File: src/rtl/reg_file_flags_if.sv
// reg_file_flags_if
//   Bundles the register-file read/write ports and the ALU flag ports of
//   reg_file_flags so the datapath side and the register file share a single
//   connection.
//   master : ALU/datapath side. It drives the addresses, the write data and
//            the flag inputs, and it receives the read data and flag state.
//   slave  : register-file side, which is the mirror of master.
interface reg_file_flags_if #(
  parameter int DATA_W = 64,
  parameter int ADDR_W = 5
);
  logic [ADDR_W-1:0] rd_addr_a;
  logic [ADDR_W-1:0] rd_addr_b;
  logic [DATA_W-1:0] rd_data_a;
  logic [DATA_W-1:0] rd_data_b;
  logic              wr_en;
  logic [ADDR_W-1:0] wr_addr;
  logic [DATA_W-1:0] wr_data;
  logic              flag_en;
  logic              alu_zero;
  logic              alu_overflow;
  logic              flag_clr;
  logic              flag_zero;
  logic              flag_overflow;
  logic              ovf_sticky;

  modport master (
    output rd_addr_a, rd_addr_b, wr_en, wr_addr, wr_data,
           flag_en, alu_zero, alu_overflow, flag_clr,
    input  rd_data_a, rd_data_b, flag_zero, flag_overflow, ovf_sticky
  );

  modport slave (
    input  rd_addr_a, rd_addr_b, wr_en, wr_addr, wr_data,
           flag_en, alu_zero, alu_overflow, flag_clr,
    output rd_data_a, rd_data_b, flag_zero, flag_overflow, ovf_sticky
  );
endinterface

File: src/rtl/reg_file_flags.sv
// reg_file_flags
//   Register file with 2**ADDR_W entries. It has two combinational read ports
//   and one write port. Register 0 is hard-wired to zero. A write is visible
//   on a read port in the same cycle (write-through bypass). The block also
//   holds the ALU flag registers: the zero flag, the overflow flag, and a
//   sticky overflow flag that stays set until it is cleared.
// Ports
//   clk   : single clock; all state updates on its rising edge
//   rst_n : asynchronous active-low reset; clears all registers and flags
//   bus   : reg_file_flags_if.slave, which carries the read/write ports and
//           the flag ports
module reg_file_flags #(
  parameter int DATA_W = 64,
  parameter int ADDR_W = 5
) (
  input  logic           clk,
  input  logic           rst_n,
  reg_file_flags_if.slave bus
);
  localparam int NREG = 2 ** ADDR_W;

  logic [DATA_W-1:0] r_mem [NREG];
  logic              r_flag_zero;
  logic              r_flag_overflow;
  logic              r_ovf_sticky;

  logic              w_wr_live;
  logic [DATA_W-1:0] w_rd_a;
  logic [DATA_W-1:0] w_rd_b;

  // A write counts only when it targets a real register and the block is
  // out of reset. The bypass uses the same qualifier, so the bypass is off
  // while reset is held.
  assign w_wr_live = rst_n && bus.wr_en && (bus.wr_addr != '0);

  always_ff @(posedge clk or negedge rst_n) begin
    if (!rst_n) begin
      for (int i = 0; i < NREG; i++) begin
        r_mem[i] <= '0;
      end
    end else if (w_wr_live) begin
      r_mem[bus.wr_addr] <= bus.wr_data;
    end
  end

  always_ff @(posedge clk or negedge rst_n) begin
    if (!rst_n) begin
      r_flag_zero     <= 1'b0;
      r_flag_overflow <= 1'b0;
      r_ovf_sticky    <= 1'b0;
    end else begin
      if (bus.flag_en) begin
        r_flag_zero     <= bus.alu_zero;
        r_flag_overflow <= bus.alu_overflow;
      end
      // A new overflow takes priority over a clear in the same cycle.
      if (bus.flag_en && bus.alu_overflow) begin
        r_ovf_sticky <= 1'b1;
      end else if (bus.flag_clr) begin
        r_ovf_sticky <= 1'b0;
      end
    end
  end

  // Address 0 always reads as zero, even if the stored entry were corrupted,
  // and the bypass never applies to it.
  always_comb begin
    w_rd_a = '0;
    if (!rst_n || bus.rd_addr_a == '0) begin
      w_rd_a = '0;
    end else if (w_wr_live && bus.wr_addr == bus.rd_addr_a) begin
      w_rd_a = bus.wr_data;
    end else begin
      w_rd_a = r_mem[bus.rd_addr_a];
    end
  end

  always_comb begin
    w_rd_b = '0;
    if (!rst_n || bus.rd_addr_b == '0) begin
      w_rd_b = '0;
    end else if (w_wr_live && bus.wr_addr == bus.rd_addr_b) begin
      w_rd_b = bus.wr_data;
    end else begin
      w_rd_b = r_mem[bus.rd_addr_b];
    end
  end

  assign bus.rd_data_a     = w_rd_a;
  assign bus.rd_data_b     = w_rd_b;
  assign bus.flag_zero     = r_flag_zero;
  assign bus.flag_overflow = r_flag_overflow;
  assign bus.ovf_sticky    = r_ovf_sticky;
endmodule

File: src/flat_wrapper.sv
// flat-port wrapper written by rule: the top's interface ports become plain ports
module reg_file_flags_flat 
#(
  parameter int DATA_W = 64,
  parameter int ADDR_W = 5
)
  (clk, rst_n, bus_rd_addr_a, bus_rd_addr_b, bus_wr_en, bus_wr_addr, bus_wr_data, bus_flag_en, bus_alu_zero, bus_alu_overflow, bus_flag_clr, bus_rd_data_a, bus_rd_data_b, bus_flag_zero, bus_flag_overflow, bus_ovf_sticky);
  reg_file_flags_if #(.DATA_W(DATA_W), .ADDR_W(ADDR_W)) bus_i ();
  input  logic clk;
  input  logic rst_n;
  input wire logic [$bits(bus_i.rd_addr_a)-1:0] bus_rd_addr_a;
  input wire logic [$bits(bus_i.rd_addr_b)-1:0] bus_rd_addr_b;
  input wire logic [$bits(bus_i.wr_en)-1:0] bus_wr_en;
  input wire logic [$bits(bus_i.wr_addr)-1:0] bus_wr_addr;
  input wire logic [$bits(bus_i.wr_data)-1:0] bus_wr_data;
  input wire logic [$bits(bus_i.flag_en)-1:0] bus_flag_en;
  input wire logic [$bits(bus_i.alu_zero)-1:0] bus_alu_zero;
  input wire logic [$bits(bus_i.alu_overflow)-1:0] bus_alu_overflow;
  input wire logic [$bits(bus_i.flag_clr)-1:0] bus_flag_clr;
  output wire logic [$bits(bus_i.rd_data_a)-1:0] bus_rd_data_a;
  output wire logic [$bits(bus_i.rd_data_b)-1:0] bus_rd_data_b;
  output wire logic [$bits(bus_i.flag_zero)-1:0] bus_flag_zero;
  output wire logic [$bits(bus_i.flag_overflow)-1:0] bus_flag_overflow;
  output wire logic [$bits(bus_i.ovf_sticky)-1:0] bus_ovf_sticky;
  assign bus_i.rd_addr_a = bus_rd_addr_a;
  assign bus_i.rd_addr_b = bus_rd_addr_b;
  assign bus_i.wr_en = bus_wr_en;
  assign bus_i.wr_addr = bus_wr_addr;
  assign bus_i.wr_data = bus_wr_data;
  assign bus_i.flag_en = bus_flag_en;
  assign bus_i.alu_zero = bus_alu_zero;
  assign bus_i.alu_overflow = bus_alu_overflow;
  assign bus_i.flag_clr = bus_flag_clr;
  assign bus_rd_data_a = bus_i.rd_data_a;
  assign bus_rd_data_b = bus_i.rd_data_b;
  assign bus_flag_zero = bus_i.flag_zero;
  assign bus_flag_overflow = bus_i.flag_overflow;
  assign bus_ovf_sticky = bus_i.ovf_sticky;
  reg_file_flags #(.DATA_W(DATA_W), .ADDR_W(ADDR_W)) u_core (.clk(clk), .rst_n(rst_n), .bus(bus_i));
endmodule
File: config.mk
export PLATFORM = sky130hd
export DESIGN_NAME = reg_file_flags_flat
export DESIGN_NICKNAME = d
export VERILOG_FILES = /design/src/rtl/reg_file_flags_if.sv /design/src/rtl/reg_file_flags.sv /design/src/flat_wrapper.sv
export SDC_FILE = /design/constraint.sdc
export NUM_CORES = 2
export LEC_CHECK = 0
export ABC_CLOCK_PERIOD_IN_PS = 2800
export BUFFER_PORTS_ARGS = -buffer_cell sky130_fd_sc_hd__buf_2
export CORE_MARGIN = 5
export CORE_UTILIZATION = 38
export DETAILED_ROUTE_END_ITERATION = 12
export PLACE_DENSITY = 0.53
export SLEW_MARGIN = 10
export SYNTH_ARGS = -nofsm -noshare
export SYNTH_HDL_FRONTEND = slang
export SYNTH_SLANG_ARGS = --single-unit
export TNS_END_PERCENT = 50
File: constraint.sdc
create_clock -name clk -period 2.8 [get_ports clk]
set_clock_uncertainty 0.15 [all_clocks]
set_input_delay 0.28 -clock clk [delete_from_list [all_inputs] [get_ports clk]]
set_output_delay 0.28 -clock clk [all_outputs]
set_load 0.03 [all_outputs]
Word-level counts from Yosys, hierarchy flattened
Cells that the tools add are included.
{"block": "totals", "regBits": 2051, "inputBits": 86, "elab_cells": 72}
{"block": "op_classes", "order_cmp": 4, "eq_ne": 2, "mux": 15, "bitwise_logic": 3, "reduce_logical": 13}
{"op": "$bwmux W2048", "n": 1}
{"op": "$bmux W64 S5", "n": 2}
{"op": "$mux W64", "n": 9}
{"op": "$demux W64 S5", "n": 1}
{"op": "$ge A6 B6 Y1 const B", "n": 3}
{"op": "$not A5 Y6", "n": 3}
{"op": "$eq A5 B5 Y1", "n": 2}
{"op": "$logic_not A5 Y1", "n": 2}
{"op": "$logic_and A1 B1 Y1", "n": 6}
{"op": "$lt A6 B1 Y1 const B", "n": 1}
{"op": "$reduce_bool A5 Y1", "n": 1}
{"op": "$logic_or A1 B1 Y1", "n": 2}
{"op": "$mux W1", "n": 2}
{"op": "$reduce_bool A2 Y1", "n": 1}
{"op": "$logic_not A1 Y1", "n": 1}

Longest topological paths before layout
{"block": "logic_depth", "ltp_word": 6, "depth_mapped": 9}

Worst setup path after synthesis
No wires, ideal clock.
{"block": "synth_timing", "path_type": "in2out", "from": "input bus_rd_addr_a[2]", "to": "output bus_rd_data_a[59]", "arrival_time_ps": 2271, "slack_ps": 99, "cell_stages": 8, "n_path_buf": 4, "path_cell_list": "buf_2 -> buf_2 -> buf_2 -> nor2_1 -> clkbuf_1 -> a22oi_1 -> and3_1 -> o21ai_0"}
{"block": "synth_via", "elab_chain_cells": 6, "elab_cells_between_ends": 10, "classes_between": "1 x eq/ne; 5 x mux; 1 x bitwise; 3 x reduce/logical"}
{"element": "from (decl)", "line": "flat_wrapper.sv:11", "text": "input wire logic [$bits(bus_i.rd_addr_a)-1:0] bus_rd_addr_a;"}
{"element": "$not A5 Y6 (not written as such)", "line": "reg_file_flags.sv:74", "text": "w_rd_a = r_mem[bus.rd_addr_a];"}
{"element": "$bmux W64 S5", "line": "reg_file_flags.sv:74"}
{"element": "$mux W64 (not written as such) (2 in series)", "line": "reg_file_flags.sv:74"}
{"element": "$mux W64", "line": "reg_file_flags.sv:71", "text": "end else if (w_wr_live && bus.wr_addr == bus.rd_addr_a) begin"}
{"element": "$mux W64 *", "line": "reg_file_flags.sv:69", "text": "if (!rst_n || bus.rd_addr_a == '0) begin"}
{"element": "to (decl)", "line": "flat_wrapper.sv:20", "text": "output wire logic [$bits(bus_i.rd_data_a)-1:0] bus_rd_data_a;"}
Every way passes the cells marked *; elsewhere a longest branch is shown, timed or not. The select of a mux whose other input is x is not followed.

Worst setup path after layout
{"block": "layout_timing", "from": "register u_core.r_mem[1299] in the netlist's numbering", "to": "output bus_rd_data_b[19]"}
{"block": "layout_via", "elab_chain_cells": 5}
{"element": "from (decl)", "line": "reg_file_flags.sv:22", "text": "logic [DATA_W-1:0] r_mem [NREG];"}
{"element": "from (signal, indexed assignment)", "line": "reg_file_flags.sv:42", "text": "r_mem[bus.wr_addr] <= bus.wr_data;"}
{"element": "$bmux W64 S5", "line": "reg_file_flags.sv:85", "text": "w_rd_b = r_mem[bus.rd_addr_b];"}
{"element": "$mux W64 (not written as such) (2 in series)", "line": "reg_file_flags.sv:85"}
{"element": "$mux W64", "line": "reg_file_flags.sv:82", "text": "end else if (w_wr_live && bus.wr_addr == bus.rd_addr_b) begin"}
{"element": "$mux W64", "line": "reg_file_flags.sv:80", "text": "if (!rst_n || bus.rd_addr_b == '0) begin"}
{"element": "to (decl)", "line": "flat_wrapper.sv:21", "text": "output wire logic [$bits(bus_i.rd_data_b)-1:0] bus_rd_data_b;"}
Every way passes these cells. The select of a mux whose other input is x is not followed.

==> impl_metrics.env <==
export IMPL_status="finished with violations"
export IMPL_failed_checks="negative setup slack"
export IMPL_crit_family="compound AO/OA/AOI/OAI gates"
export IMPL_async_flop_share_pct=100
export IMPL_synth_top_area_share_pct=46.8
export IMPL_clock_root_buffer="clkbuf_16"
export IMPL_setup_viol_count_final=128
export IMPL_drive_gt1_share_pct=63.4
export IMPL_critPathMaxStageDelay_ns=0.48
export IMPL_grt_use_total_pct=24.8
export IMPL_first_pass_iters=5
export IMPL_die_h_um=547
export IMPL_p_sw_w=0.0223
export IMPL_use_met1_pct=35.0
export IMPL_p_comb_share_pct=18.6
export IMPL_fin_nets=7655
export IMPL_r2r_slack_ns=1.33
export IMPL_synth_most_common_cell="dfrtp_1"
export IMPL_ir_drop_v=0.000790
export IMPL_ys_ff_latch=2051
export IMPL_cp_slowest_cell="mux4_2"
export IMPL_antenna_found_initial=15
export IMPL_crit_fanout=3
export IMPL_die_x_um=547
export IMPL_busiest_layer="met2"
export IMPL_startpoint="u_core.r_mem[1299]"
export IMPL_synth_commonest_cells="dfrtp_1 (2051), mux2_2 (1975), mux4_2 (1025), clkbuf_1 (403), a211oi_1 (353)"
export IMPL_syn_inst=7102
export IMPL_synth_cell_types=56
export IMPL_synth_edf_count=0
export IMPL_crit_top_cell="a211oi_2"
export IMPL_grt_use_met2_pct=40.1
export IMPL_rsz0062_at_grt="true"
export IMPL_finalWorstSetupSlack_ns=-0.457
export IMPL_die_area_um2=299000
export IMPL_antenna_left=0
export IMPL_drc=0
export IMPL_cts_htree_levels=4
export IMPL_row_count=197
export IMPL_cts_made_buffers=235
export IMPL_powerDensity_nw_per_um2=630
export IMPL_ys_seq_area_share_pct=46.8
export IMPL_crit_chain="mux4_2 > nor2b_1 > a211oi_2 > a211oi_2 > a211o_1 > buf_6"
export IMPL_min_path_type="in -> async"
export IMPL_syn_nets=7188
export IMPL_tightest_slew_ns=1.13
export IMPL_clk_latency_ns=0.89
export IMPL_start_util_pct=38.1
export IMPL_cp_required_ns=2.37
export IMPL_cts_tree="done"
export IMPL_clk_path_buf_depth=4
export IMPL_final_cell_area_um2=133000
export IMPL_finalHoldViolCount=0
export IMPL_worstSetupEndpointType="output pin"
export IMPL_crit_buf_inv=1
export IMPL_fmax_ghz=0.307
export IMPL_clk_pin_slew_worst_paths_ns=0.06
export IMPL_syn_area_per_cell_um2=15.4
export IMPL_routed_wl_um=378000
export IMPL_synth_warnings=0
export IMPL_syn_area_um2=110000
export IMPL_grt_pass1_wl_um=550000
export IMPL_hpwl_um=230000
export IMPL_portBuffers=216
export IMPL_vias_per_cell=6.16
export IMPL_seq_power_share_pct=43.3
export IMPL_syn_to_final_growth_pct=21.2
export IMPL_ff2ff_path_depth=2
export IMPL_grt_overflow=0
export IMPL_fin_crit_ns=3.26
export IMPL_synth_flop_cell="dfrtp_1"
export IMPL_pin_count=217
export IMPL_cap_viol_max_count=0
export IMPL_grt_max_degree=179
export IMPL_fin_crit_sh_pct=116
export IMPL_start_kind="flop"
export IMPL_grt_use_met3_pct=3.45
export IMPL_core_area_um2=288000
export IMPL_drt_initial_drc_count=6140
export IMPL_intPower_w=0.0614
export IMPL_gp_congestion=0.810
export IMPL_slew_violations=0
export IMPL_p_leak_nw=58.4
export IMPL_wl_per_cell_um=32.7
export IMPL_via_count=71100
export IMPL_crit_type="reg -> out"
export IMPL_cts_sinks=2051
export IMPL_whs_ns=0.0739
export IMPL_arrival_ns=2.83
export IMPL_yosysTopAreaCell="dfrtp_1"
export IMPL_place_area_um2=121000
export IMPL_slew_headroom_pct=24.5
export IMPL_pwr_share_clk_pct=38.0
export IMPL_worst_path_stages=6
export IMPL_fillCellCount=25100
export IMPL_grt_pass1_vias=75200
export IMPL_swShare_pct=26.7
export IMPL_synthTopCellsByArea="dfrtp_1 (47%), mux4_2 (21%), mux2_2 (20%)"
export IMPL_reg2reg_from="u_core.bus.flag_zero"
==> path summary, 6_finish.rpt <==
check,endpoint
min in group clk,u_core.r_mem[831]
setup reg to reg,u_core.bus.flag_zero
setup / recovery,bus_rd_data_b[19]
max in group asynchronous,u_core.r_mem[915]
hold reg to reg,u_core.r_mem[2026]
hold / removal,u_core.r_mem[1918]
==> area by class of cell <==
cell class / count / area, µm² / area share (%)
inverters: 6 / 25.0 / 0.0188
diodes: 3 / 7.51 / 0.00565
flip-flops and latches: 2051 / 51300 / 38.6
repair buffers: 1080 / 11600 / 8.74
multi-input cells: 4195 / 57200 / 43.1
well taps: 3781 / 4730 / 3.56
clock inverters: 81 / 946 / 0.712
clock buffers: 339 / 6970 / 5.24
==> placed cells by master, fill, tap and decap left out, types with 19 or more instances in the layout <==
cell type / synthesis / final
mux2i_1: 186 / 176
mux2_2: 1975 / 1973
clkbuf_1: 403 / 39
a211oi_1: 353 / 100
dlygate4sd3_1: 0 / 75
a21oi_2: 0 / 19
a211oi_4: 0 / 25
a22oi_2: 0 / 49
a211o_1: 117 / 93
a22oi_1: 121 / 72
clkbuf_16: 0 / 239
a211oi_2: 0 / 228
nor2b_4: 0 / 45
buf_6: 14 / 132
and2_4: 0 / 54
nor2_4: 8 / 20
mux4_2: 1025 / 1025
bufinv_16: 0 / 19
dfrtp_1: 2051 / 2051
a21oi_1: 62 / 40
buf_12: 0 / 235
clkbuf_8: 0 / 62
buf_4: 17 / 545
clkinv_2: 0 / 50
nor2b_1: 127 / 78
buf_2: 346 / 80
==> metrics by stage <==
| stage | util [%] | worst slack, ns | setup TNS (ns) | total power [W] | cells |
|---|---|---|---|---|---|
| finish | 46.2 | -0.457 | -39.48 | 0.0837 | 11500 |
| global route | 46.2 | -0.538 | -51.35 | 0.0871 | 11500 |
| CTS | 45.7 | -0.544 | -95.15 | 0.0840 | 11500 |
| detailed placement | 42.0 | -0.703 | -41.53 | 0.0512 | 11100 |
| global placement | 42.0 | -0.720 | -42.45 | 0.0507 | 11100 |
| floorplan | - | 0.0989 | 0 | 0.0458 | 7102 |
==> repair_timing <==
item                                    in CTS  in global routing
cloned                                       0                  0
hold endpoints to repair                  2831                  0
hold buffers                                76                  0
pin swaps                                  298                225
endpoints found under the setup margin     128                667
buffers inserted                            23                 16
gates resized for setup                    525                329
==> per-layer routing <==
metal | wire length (µm) | share of wire, % | vias up
met5 | 13 | 0.0034 | -
met4 | 12500 | 3.3 | 2
met3 | 21000 | 5.6 | 610
met2 | 180000 | 48 | 2363
met1 | 164000 | 43 | 39400
li1 | - | - | 28700
==> sequential cells by signal (all words and copies together) (netlist names) <==
register / count
u_core.bus.flag_zero: 1
u_core.bus.flag_overflow: 1
u_core.bus.ovf_sticky: 1
u_core.r_mem: 2048
==> worst register-to-register path, cell delays in order (launching register included) <==
cell and delay, ns:
dfrtp_1 0.38, mux2_2 0.26, dlygate4sd3_1 0.56
==> cells by family after synthesis <==
group                  after synthesis  synth area share (%)
AO/OA/AOI/OAI                      708                  4.85
flip-flops                        2051                  46.8
AND/OR/NAND/NOR                    276                  1.54
XOR/XNOR                            10                0.0799
multiplexers                      3201                  43.2
buffers and inverters              856                  3.48
==> power by group through the flow <==
stage | combinational (W) | clock, W | sequential, W
floorplan | 0.0101 | 0 | 0.0357
global placement | 0.0143 | 0 | 0.0364
detailed placement | 0.0145 | 0 | 0.0367
CTS | 0.0153 | 0.0325 | 0.0361
global route | 0.0167 | 0.0337 | 0.0367
finish | 0.0156 | 0.0318 | 0.0363
No activity file was read; power rests on OpenSTA's default activity.
